### src/rtl/mul_eis_ctl_if.sv
// Handshake bundle between the EIS MUL sequencer (master) and the shared 16x16 multiplier (slave).
interface mul_eis_ctl_if;
    logic        mul_ready;
    logic [15:0] mul_a;
    logic [15:0] mul_b;
    logic        mul_done;
    logic [31:0] mul_product;
    logic        mul_ovf;

    modport master (output mul_ready, mul_a, mul_b, input mul_done, mul_product, mul_ovf);
    modport slave  (input mul_ready, mul_a, mul_b, output mul_done, mul_product, mul_ovf);
endinterface

### src/rtl/mul_eis_ctl.sv
// PDP-11 EIS MUL sequencer: arms the shared multiplier, writes the product back to Rn/Rn|1
// and raises the MUL condition codes.
module mul_eis_ctl #(
    parameter int REG_AW  = 3,
    parameter bit ODD_LOW = 1'b1
) (
    input  logic              clk,
    input  logic              reset,
    input  logic              start,
    input  logic              abort,
    input  logic [15:0]       src,
    input  logic [15:0]       dst_val,
    input  logic [REG_AW-1:0] dst_reg,
    output logic              busy,
    output logic              done,
    mul_eis_ctl_if.master     mul,
    output logic              wr_en,
    output logic [REG_AW-1:0] wr_addr,
    output logic [15:0]       wr_data,
    output logic              cc_we,
    output logic [3:0]        cc_nzvc
);

    typedef enum logic [2:0] {IDLE, REQ, WRHI, WRLO, FIN, DRAIN} state_t;

    state_t            state;
    logic [REG_AW-1:0] n_q;
    logic [31:0]       prod_q;
    logic              ovf_q;

    function automatic logic [3:0] cc_of(input logic [31:0] p, input logic ovf);
        return {p[31], (p == 32'd0), 1'b0, ovf};
    endfunction

    always_ff @(posedge clk) begin
        if (reset) begin
            state         <= IDLE;
            busy          <= 1'b0;
            done          <= 1'b0;
            mul.mul_ready <= 1'b0;
            mul.mul_a     <= '0;
            mul.mul_b     <= '0;
            wr_en         <= 1'b0;
            wr_addr       <= '0;
            wr_data       <= '0;
            cc_we         <= 1'b0;
            cc_nzvc       <= '0;
            n_q           <= '0;
            prod_q        <= '0;
            ovf_q         <= 1'b0;
        end else begin
            done <= 1'b0;
            case (state)
                IDLE: begin
                    if (start) begin
                        mul.mul_a     <= dst_val;
                        mul.mul_b     <= src;
                        n_q           <= dst_reg;
                        mul.mul_ready <= 1'b1;
                        busy          <= 1'b1;
                        state         <= REQ;
                    end
                end
                REQ: begin
                    if (abort) begin
                        mul.mul_ready <= 1'b0;
                        // Multiplier already finished this cycle: nothing left to drain.
                        if (mul.mul_done) begin
                            busy  <= 1'b0;
                            state <= IDLE;
                        end else begin
                            state <= DRAIN;
                        end
                    end else if (mul.mul_done) begin
                        mul.mul_ready <= 1'b0;
                        prod_q        <= mul.mul_product;
                        ovf_q         <= mul.mul_ovf;
                        wr_en         <= 1'b1;
                        wr_addr       <= n_q;
                        if (!n_q[0] || !ODD_LOW) begin
                            wr_data <= mul.mul_product[31:16];
                            state   <= WRHI;
                        end else begin
                            // Odd destination keeps only the low word; CCs go out with it.
                            wr_data <= mul.mul_product[15:0];
                            cc_we   <= 1'b1;
                            cc_nzvc <= cc_of(mul.mul_product, mul.mul_ovf);
                            state   <= WRLO;
                        end
                    end
                end
                WRHI: begin
                    wr_addr <= n_q | REG_AW'(1);
                    wr_data <= prod_q[15:0];
                    cc_we   <= 1'b1;
                    cc_nzvc <= cc_of(prod_q, ovf_q);
                    state   <= WRLO;
                end
                WRLO: begin
                    wr_en <= 1'b0;
                    cc_we <= 1'b0;
                    done  <= 1'b1;
                    state <= FIN;
                end
                FIN: begin
                    busy  <= 1'b0;
                    state <= IDLE;
                end
                DRAIN: begin
                    if (mul.mul_done) begin
                        busy  <= 1'b0;
                        state <= IDLE;
                    end
                end
                default: begin
                    busy          <= 1'b0;
                    mul.mul_ready <= 1'b0;
                    state         <= IDLE;
                end
            endcase
        end
    end

endmodule

### src/flat_wrapper.sv
// flat-port wrapper written by rule: the top's interface ports become plain ports
module mul_eis_ctl_flat 
#(
    parameter int REG_AW  = 3,
    parameter bit ODD_LOW = 1'b1
)
  (clk, reset, start, abort, src, dst_val, dst_reg, busy, done, wr_en, wr_addr, wr_data, cc_we, cc_nzvc, mul_mul_ready, mul_mul_a, mul_mul_b, mul_mul_done, mul_mul_product, mul_mul_ovf);
  mul_eis_ctl_if mul_i ();
  input  logic clk;
  input  logic reset;
  input  logic start;
  input  logic abort;
  input  logic [15:0] src;
  input  logic [15:0] dst_val;
  input  logic [REG_AW-1:0] dst_reg;
  output logic busy;
  output logic done;
  output logic wr_en;
  output logic [REG_AW-1:0] wr_addr;
  output logic [15:0] wr_data;
  output logic cc_we;
  output logic [3:0] cc_nzvc;
  output wire logic [$bits(mul_i.mul_ready)-1:0] mul_mul_ready;
  output wire logic [$bits(mul_i.mul_a)-1:0] mul_mul_a;
  output wire logic [$bits(mul_i.mul_b)-1:0] mul_mul_b;
  input wire logic [$bits(mul_i.mul_done)-1:0] mul_mul_done;
  input wire logic [$bits(mul_i.mul_product)-1:0] mul_mul_product;
  input wire logic [$bits(mul_i.mul_ovf)-1:0] mul_mul_ovf;
  assign mul_mul_ready = mul_i.mul_ready;
  assign mul_mul_a = mul_i.mul_a;
  assign mul_mul_b = mul_i.mul_b;
  assign mul_i.mul_done = mul_mul_done;
  assign mul_i.mul_product = mul_mul_product;
  assign mul_i.mul_ovf = mul_mul_ovf;
  mul_eis_ctl #(.REG_AW(REG_AW), .ODD_LOW(ODD_LOW)) u_core (.clk(clk), .reset(reset), .start(start), .abort(abort), .src(src), .dst_val(dst_val), .dst_reg(dst_reg), .busy(busy), .done(done), .mul(mul_i), .wr_en(wr_en), .wr_addr(wr_addr), .wr_data(wr_data), .cc_we(cc_we), .cc_nzvc(cc_nzvc));
endmodule
### config.mk
export PLATFORM = sky130hd
export DESIGN_NAME = mul_eis_ctl_flat
export DESIGN_NICKNAME = d
export VERILOG_FILES = /design/src/rtl/mul_eis_ctl_if.sv /design/src/rtl/mul_eis_ctl.sv /design/src/flat_wrapper.sv
export SDC_FILE = /design/constraint.sdc
export NUM_CORES = 1
export LEC_CHECK = 0
export BUFFER_PORTS_ARGS = -buffer_cell sky130_fd_sc_hd__buf_2
export CORE_MARGIN = 2
export CORE_UTILIZATION = 37
export CTS_BUF_LIST = sky130_fd_sc_hd__clkbuf_8
export DETAILED_ROUTE_END_ITERATION = 10
export PLACE_DENSITY = 0.66
export SLEW_MARGIN = 20
export SYNTH_ARGS = -nofsm -noshare
export SYNTH_HDL_FRONTEND = slang
export SYNTH_SLANG_ARGS = --single-unit
### constraint.sdc
create_clock -name clk -period 1.89 [get_ports clk]
set_input_delay 0.567 -clock clk [delete_from_list [all_inputs] [get_ports clk]]
set_output_delay 0.567 -clock clk [all_outputs]
set_load 0.02 [all_outputs]
==> flow_summary_export.csv, run 1 <==
group,metric,value,unit
layout,fin_nets,703,
synth,synthCells,509,
route,firstDrtPassIters,4,
timing,tns,0,ps
timing,period_needed,1640,ps
timing,finalClockSkew,8.64,ps
layout,area_delta_synth_final,23.3,%
timing,fin_crit_sh,86.6,%
global_routing,grt_pass1_vias,3740,
global_routing,grt_pass1_wl,18500,um
run,drv_cap,0,
layout,diodes,0,
clock_network,clkTransAtPathRegs,90,ps
timing,slew_viol_final,0,
synth,synth_seq_cells,98,
layout,nFillCells,1093,
synth,synth_edf_count,0,
clock_network,cts_buffers,9,
synth,yosysWarnings,0,
floorplanning,fp.dieH,111,um
floorplanning,die_w,111,um
route,drt-total-wl,11100,um
route,vias,3881,
floorplanning,fp.coreArea,0.0109,mm2
clock_network,postCtsSetupBuffers,0,
route,drt_iter0_drc,246,
layout,drive_gt1_share,29.3,%
floorplanning,dieArea,0.0122,mm2
setup_path,crit_arrival,1930,ps
floorplanning,initial_core_util,38.4,%
clock_network,hold_buffers,0,
global_routing,antenna_found_initial,0,
setup_path,cp-start-kind,"register",
route,ant_nets,0,
placed_design,gp_congestion,0.888,
timing,setup_viol_count_final,0,
setup_path,max_stage_delay,550,ps
timing,rsz0062_at_grt,"no",
route,drc,0,
synth,ys.flop_type,"dfxtp_1",
clock_network,clock_latency,360,ps
clock_network,cts_resized,0,
synth,synth_fp_nets,582,
hold_path,hold_path_class,"in2reg",
setup_path,critPathBufInv,1,
setup_path,path_delay_family,"flip-flops",
floorplanning,row_count,38,
timing,hold_viol,0,
setup_path,crit_path_cell_trace,"and4bb_1 -> o21a_1 -> buf_12 -> o211ai_1 -> a21oi_1",
global_routing,grt-ovfl-total,0,
power,p_leak,0.00216,uW
setup_path,crit_slowest_cell,"dfxtp_1",
layout,final_util,47.3,%
placed_design,dpl.cell_count,759,
global_routing,grt_max_degree,38,
synth,ys_types,46,
layout,final_area,0.00517,mm2
setup_path,end_kind,"register",
synth,yosysSeqAreaShare,46.8,%
setup_path,required,2190,ps
layout,final_cells,775,
global_routing,gr-usage-all-layers,18.2,%
synth,synth.avg_cell_area,8.24,um2
synth,synthArstFlopShare,0,%
power,powerDensity,870,mW/mm2
placed_design,placed_area,0.00497,mm2
setup_path,worstSetupPathType,"reg2reg",
placed_design,port_buffers,131,
power,ir_worst_vdd,389,uV
clock_network,clk_path_buf_depth,2,
clock_network,h-tree-depth,3,
synth,synth_area,0.00420,mm2
clock_network,cts_tree,"built",
timing,fmax,611,MHz
clock_network,clock_sinks,98,
outcome,status,"finished clean",
clock_network,cts-root-buf,"clkbuf_8",
placed_design,dpl.hpwl,8300,um
setup_path,crit_fanout,16,
route,routedWlPerCell,14.4,um
route,vias_per_cell,5.01,
floorplanning,num_io_pins,133,
[worst paths after layout]
| path | startpoint | end | slack (ps) | depth (start not counted) |
|---|---|---|---|---|
| worst max-delay path | u_core.state[0]$_SDFFE_PP0P_ | u_core.wr_data[2]$_SDFFE_PP0P_ | 250 | 5 |
| worst max register to register | u_core.state[0]$_SDFFE_PP0P_ | u_core.wr_data[2]$_SDFFE_PP0P_ | 250 | 5 |
| worst min register to register | u_core.mul.mul_b[13]$_SDFFE_PP0P_ | u_core.mul.mul_b[13]$_SDFFE_PP0P_ | 460 | 2 |
| worst min-delay path | src[9] | u_core.mul.mul_b[9]$_SDFFE_PP0P_ | 430 | 3 |
[where the power goes]
part	switching, uW	leakage [uW]	internal [uW]	total, uW
Sequential	69.3	0.000797	2180	2250
Clock	709	0.000111	680	1390
Combinational	528	0.00126	332	860
[cells in the mapped netlist, types with 2 or more instances]
library cell  count  share of area [%]
o211ai_2          8                2.4
o21bai_1          2               0.36
nor2_1            9               0.80
nand4_1           3               0.45
buf_6            10                2.7
a21oi_2           8                1.7
a21oi_1          87                 10
nor3_1            3               0.36
buf_2             6               0.72
inv_1             3               0.27
o21a_1            3               0.54
o211ai_1          8                1.4
clkbuf_1         14                1.3
nor4_1           15                2.2
a211oi_1          2               0.36
dfxtp_1          98                 47
o22ai_1           2               0.30
a311oi_1          2               0.42
mux2i_1          18                4.3
nand2_1         176                 16
buf_4             7                1.3
[layer usage]
layer	global-route usage [%]	vias to the layer above	part of all wire (%)
met3	3.68	21	4.8
met5	0	-	0
met1	24.6	1779	46
met4	7.00	0	2.1
met2	28.8	112	47
li1	-	1969	-
[layout make-up]
type | instances | area, um2 | share of cell area (%)
multi-input cells | 369 | 1970 | 38.1
flip-flops and latches | 98 | 1960 | 37.9
repair buffers | 148 | 848 | 16.4
well taps | 140 | 175 | 3.39
clock buffers | 11 | 151 | 2.93
clock inverters | 5 | 52.6 | 1.02
inverters | 4 | 15.0 | 0.290
[state kept, by name, indices dropped and copies added (netlist names)]
name                  cells
u_core.busy               1
u_core.cc_nzvc            3
u_core.cc_we              1
u_core.done               1
u_core.mul.mul_a         16
u_core.mul.mul_b         16
u_core.mul.mul_ready      1
u_core.n_q                3
u_core.ovf_q              1
u_core.prod_q            32
u_core.state              3
u_core.wr_addr            3
u_core.wr_data           16
u_core.wr_en              1
[layout by cell type, fill, tap and decap left out, types with 2 or more instances in the layout]
master	count
clkinv_2	2
buf_2	130
dfxtp_1	98
a21oi_2	8
nand2_1	176
mux2i_1	18
nor4_1	15
o21bai_1	2
nand4_1	3
o211ai_2	8
clkbuf_8	11
o21a_1	3
buf_12	5
a21oi_1	87
nor3_1	3
a211oi_1	2
o22ai_1	2
nor2_1	9
a311oi_1	2
buf_4	13
o211ai_1	8
inv_1	4
[per-stage QoR]
step / hold slack [ps] / worst slack [ps] / total power [uW]
floorplan: 432 / 299 / 2850
global placement: 439 / 146 / 3140
detailed placement: 444 / 61.5 / 3160
CTS: 414 / 238 / 4540
global route: 416 / 88.1 / 4730
finish: 430 / 254 / 4500
[worst reg2reg max path, stage by stage (launching register included)]
cell and delay, ps:
dfxtp_1 550, and4bb_1 320, o21a_1 260, buf_12 190
o211ai_1 110, a21oi_1 140
[cells by family after synthesis]
logic type	synth area share (%)
mux	4.29
compound gates	20.1
flops	46.8
simple gates	22.4
buf+inv	6.35
other cells	0.0894
No activity file was read; power rests on OpenSTA's default activity.
==> inputs of run 2 (changes only) <==
--- a/config.mk
+++ b/config.mk
@@ -10,6 +10,7 @@
 export CORE_UTILIZATION = 37
 export CTS_BUF_LIST = sky130_fd_sc_hd__clkbuf_8
 export DETAILED_ROUTE_END_ITERATION = 10
+export GPL_ROUTABILITY_DRIVEN = 0
 export PLACE_DENSITY = 0.66
 export SLEW_MARGIN = 20
 export SYNTH_ARGS = -nofsm -noshare
==> constraint.sdc (replaced) <==
create_clock -name clk -period 2.1 [get_ports clk]
set_input_delay 0.63 -clock clk [delete_from_list [all_inputs] [get_ports clk]]
set_output_delay 0.63 -clock clk [all_outputs]
set_load 0.02 [all_outputs]
==> flow_summary_export.csv, run 2 (synthesized netlist as in run 1, its figures left out) <==
group,metric,value,unit
clock_network,clock_sinks,98,
power,p_leak,0.00214,uW
timing,tightest_slew,517,ps
setup_path,required,2400,ps
timing,hold_viol,0,
setup_path,crit_fanout,19,
clock_network,clk_path_buf_depth,2,
route,drt_iter0_drc,280,
layout,mostFrequentLayoutCell,"nand2_1",
floorplanning,initial_core_util,38.4,%
route,drc,0,
placed_design,dpl.cell_count,755,
layout,area_delta_synth_final,22.1,%
layout,nFillCells,1062,
clock_network,cts_resized,0,
floorplanning,dieArea,0.0122,mm2
setup_path,end_kind,"register",
layout,fin_nets,699,
global_routing,antenna_found_initial,0,
layout,final_cells,770,
power,ir_worst_vdd,286,uV
setup_path,crit_arrival,2060,ps
layout,seq_area,0.00196,mm2
run,drv_cap,0,
layout,largest_reg_flops,32,
global_routing,grt_pass1_vias,3720,
layout,final_util,46.9,%
floorplanning,fp.dieH,111,um
timing,fin_hold_ws,455,ps
clock_network,cts-root-buf,"clkbuf_8",
route,routedWlPerCell,14.6,um
route,ant_nets,0,
clock_network,clkTransAtPathRegs,80,ps
floorplanning,die_w,111,um
timing,fin_crit_sh,83.8,%
global_routing,grt-ovfl-total,0,
route,vias,3894,
timing,rsz0062_at_grt,"no",
layout,multiInputGateArea,0.00197,mm2
placed_design,placed_area,0.00494,mm2
layout,final_cell_mix,"nand2_1, buf_2, dfxtp_1",
timing,slew_headroom,65.4,%
timing,slew_viol_final,0,
timing,fmax,568,MHz
route,firstDrtPassIters,5,
setup_path,worstSetupPathType,"reg2reg",
route,vias_per_cell,5.06,
timing,setup_viol_count_final,0,
timing,period_needed,1760,ps
setup_path,reg2reg_slack,340,ps
layout,final_area,0.00512,mm2
clock_network,h-tree-depth,3,
global_routing,grt_pass1_wl,18200,um
layout,drive_gt1_share,28.4,%
clock_network,cts_buffers,9,
outcome,status,"finished clean",
layout,regMostFlops,"u_core.prod_q",
timing,finalClockSkew,12.5,ps
global_routing,grt_max_degree,40,
timing,tns,0,ps
clock_network,clock_latency,370,ps
clock_network,postCtsSetupBuffers,0,
placed_design,dpl.hpwl,8200,um
route,drt-total-wl,11300,um
hold_path,hold_path_class,"reg2reg",
floorplanning,num_io_pins,133,
layout,diodes,0,
setup_path,cp-start-kind,"register",
floorplanning,fp.coreArea,0.0109,mm2
floorplanning,row_count,38,
global_routing,gr-usage-all-layers,18.2,%
clock_network,cts_tree,"built",
power,powerDensity,775,mW/mm2
placed_design,port_buffers,131,
clock_network,hold_buffers,0,
==> run 2: cell types whose count changed in the layout (fill, tap and decap cells not counted), sizes merged <==
| cell | change |
|---|---|
| clkinv | -2 |
| clkbuf | -1 |
| inv | +1 |
| buf | -4 |
| clkinvlp | +1 |
==> run 2: report_power, final <==
part | internal, uW | switching, uW | total [uW]
sequential | 1960 | 64.8 | 2030
combinational | 288 | 470 | 758
clock | 565 | 622 | 1190
==> run 2: critical path, stage by stage, from the launching register on <==
cell and delay [ps]:
dfxtp_1 640, and2b_1 290, o21ai_4 460, nand2_1 140, a21oi_2 140
==> run 2: final cells by class <==
cell class	count	area share (%)
repair buffers	144	16.0
well taps	140	3.42
clock inverters	5	0.952
clock buffers	10	2.69
multi-input cells	369	38.4
inverters	4	0.293
flip-flops and latches	98	38.3
==> run 2: stage by stage <==
stage	total power [uW]	worst slack, ps
after floorplan	2570	446
after global placement	2820	285
after detailed placement	2830	202
after CTS	4000	300
after global routing	4170	164
final	3970	340
==> run 2: worst paths after layout <==
path | start | endpoint | cells past startpoint
min reg2reg | u_core.wr_data[0]$_SDFFE_PP0P_ | u_core.wr_data[0]$_SDFFE_PP0P_ | 2
max | u_core.state[0]$_SDFFE_PP0P_ | u_core.wr_data[13]$_SDFFE_PP0P_ | 4
max reg2reg | u_core.state[0]$_SDFFE_PP0P_ | u_core.wr_data[13]$_SDFFE_PP0P_ | 4
min | u_core.wr_data[0]$_SDFFE_PP0P_ | u_core.wr_data[0]$_SDFFE_PP0P_ | 2
==> run 2: metal layers <==
metal / wire length [um] / up-vias / global-route usage (%)
met5: 0 / - / 0
met4: 344 / 0 / 10.3
met3: 542 / 20 / 2.74
met2: 5160 / 121 / 28.3
met1: 5200 / 1786 / 24.0
li1: - / 1967 / -
==> inputs of run 3 (changes only) <==
==> constraint.sdc (replaced) <==
create_clock -name clk -period 1.8 [get_ports clk]
set_input_delay 0.54 -clock clk [delete_from_list [all_inputs] [get_ports clk]]
set_output_delay 0.54 -clock clk [all_outputs]
set_load 0.02 [all_outputs]
==> flow_summary_export.csv, run 3 (synthesized netlist as in run 1, its figures left out) <==
group,metric,value,unit
timing,period_needed,1660,ps
run,drv_cap,0,
setup_path,path_delay_family,"simple AND/OR/NAND/NOR gates",
setup_path,cp-start-kind,"register",
hold_path,hold_path_class,"in2reg",
global_routing,gr-usage-all-layers,17.9,%
setup_path,required,2050,ps
power,seq_power_share,51.9,%
power,switching_share,30.0,%
global_routing,grt-ovfl-total,0,
clock_network,clock_latency,370,ps
layout,fin_nets,710,
timing,setup_viol_count_final,0,
clock_network,clk_path_buf_depth,2,
global_routing,grt.busiest_layer,"met2",
timing,fin_crit_sh,92.4,%
power,p_switching,1360,uW
setup_path,worstSetupPathType,"reg2reg",
floorplanning,fp.coreArea,0.0109,mm2
power,powerDensity,874,mW/mm2
layout,largest_reg_flops,32,
route,routedWlPerCell,14.1,um
layout,drive_gt1_share,30.1,%
global_routing,grt_pass1_wl,18000,um
setup_path,critPathBufInv,1,
route,ant_nets,0,
power,pwr-share-comb,20.2,%
route,drc,0,
timing,slew_viol_final,0,
route,drt_iter0_drc,260,
global_routing,use_met1,24.1,%
clock_network,postCtsSetupBuffers,0,
placed_design,dpl.cell_count,766,
route,vias,3902,
placed_design,place_ws,11.9,ps
placed_design,dpl.hpwl,8140,um
clock_network,cts_resized,0,
route,firstDrtPassIters,4,
clock_network,clkTransAtPathRegs,90,ps
global_routing,grt_use_met3,3.73,%
setup_path,crit_path_cell_trace,"or3b_1 -> buf_4 -> o211ai_1 -> a21oi_1",
global_routing,grt_pass1_vias,3616,
route,vias_per_cell,5.00,
clock_network,hold_buffers,0,
setup_path,crit_arrival,1910,ps
clock_network,h-tree-depth,3,
clock_network,clock_sinks,98,
power,p_int,3180,uW
outcome,status,"finished clean",
timing,hold_viol,0,
global_routing,grtUsageMet2,27.5,%
global_routing,antenna_found_initial,0,
timing,fmax,601,MHz
floorplanning,row_count,38,
floorplanning,fp.dieH,111,um
timing,layout_setup_ws,137,ps
setup_path,crit_slowest_cell,"or3b_1",
power,p_leak,0.00217,uW
setup_path,max_stage_delay,570,ps
layout,diodes,0,
setup_path,crit_fanout,25,
route,drt-total-wl,11000,um
clock_network,cts_tree,"built",
layout,final_cell_mix,"nand2_1, buf_2, dfxtp_1",
placed_design,port_buffers,131,
layout,area_delta_synth_final,23.7,%
global_routing,grt_max_degree,40,
floorplanning,die_w,111,um
layout,final_cells,781,
layout,final_area,0.00519,mm2
timing,rsz0062_at_grt,"no",
clock_network,cts-root-buf,"clkbuf_8",
layout,regMostFlops,"u_core.prod_q",
layout,mostFrequentLayoutCell,"nand2_1",
power,clkPwrFrac,27.9,%
floorplanning,num_io_pins,133,
floorplanning,initial_core_util,38.4,%
floorplanning,dieArea,0.0122,mm2
setup_path,reg2reg_slack,140,ps
clock_network,cts_buffers,9,
placed_design,placed_area,0.00502,mm2
power,ir_worst_vdd,428,uV
timing,finalClockSkew,12.8,ps
setup_path,end_kind,"register",
==> run 3: cell count changes in the layout (fill, tap and decap cells not counted), sizes merged <==
cell | before | now
bufinv | 1 | 0
inv | 6 | 3
clkinv | 1 | 5
buf | 144 | 155
==> run 3: layer usage <==
layer | wire [um] | part of all wire (%) | vias to the layer above
met1 | 5060 | 46 | 1765
met4 | 284 | 2.6 | 0
met5 | 0 | 0 | -
met3 | 531 | 4.8 | 20
li1 | - | - | 1992
met2 | 5130 | 47 | 125
==> run 3: power groups by stage <==
stage                     Combinational [uW]  Clock [uW]  Sequential, uW
after floorplan                          481           0            2510
after global placement                   906           0            2400
after detailed placement                 922           0            2410
after CTS                                923        1310            2360
after global routing                    1010        1410            2370
final                                    918        1270            2350
==> run 3: final timing paths <==
check,start,to,depth (start not counted)
worst max-delay path,u_core.state[2]$_SDFFE_PP0P_,u_core.wr_data[2]$_SDFFE_PP0P_,4
worst min-delay path,src[10],u_core.mul.mul_b[10]$_SDFFE_PP0P_,3
worst max register to register,u_core.state[2]$_SDFFE_PP0P_,u_core.wr_data[2]$_SDFFE_PP0P_,4
worst min register to register,u_core.wr_data[4]$_SDFFE_PP0P_,u_core.wr_data[4]$_SDFFE_PP0P_,2
==> run 3: metrics by stage <==
step | hold slack, ps | setup TNS (ps) | total power, uW | util, %
2_1_floorplan | 432 | 0 | 2990 | -
3_3_place_gp | 438 | -12.9 | 3300 | 45.9
3_5_place_dp | 444 | 0 | 3330 | 45.9
4_1_cts | 382 | 0 | 4590 | 47.5
5_1_grt | 386 | 0 | 4780 | 47.5
6_report | 399 | 0 | 4540 | 47.5
==> run 3: area by class of cell <==
cell class / count / area, um2
Timing Repair Buffer: 155 / 901
Clock buffer: 10 / 138
Tap cell: 140 / 175
Sequential cell: 98 / 1960
Multi-Input combinational cell: 369 / 1970
Fill cell: 1099 / 5750
Clock inverter: 5 / 31.3
Inverter: 4 / 15.0
==> run 3: worst reg2reg max path, stage by stage, from the launching register on <==
cell and delay [ps]:
dfxtp_1 320, or3b_1 570, buf_4 320, o211ai_1 250, a21oi_1 90
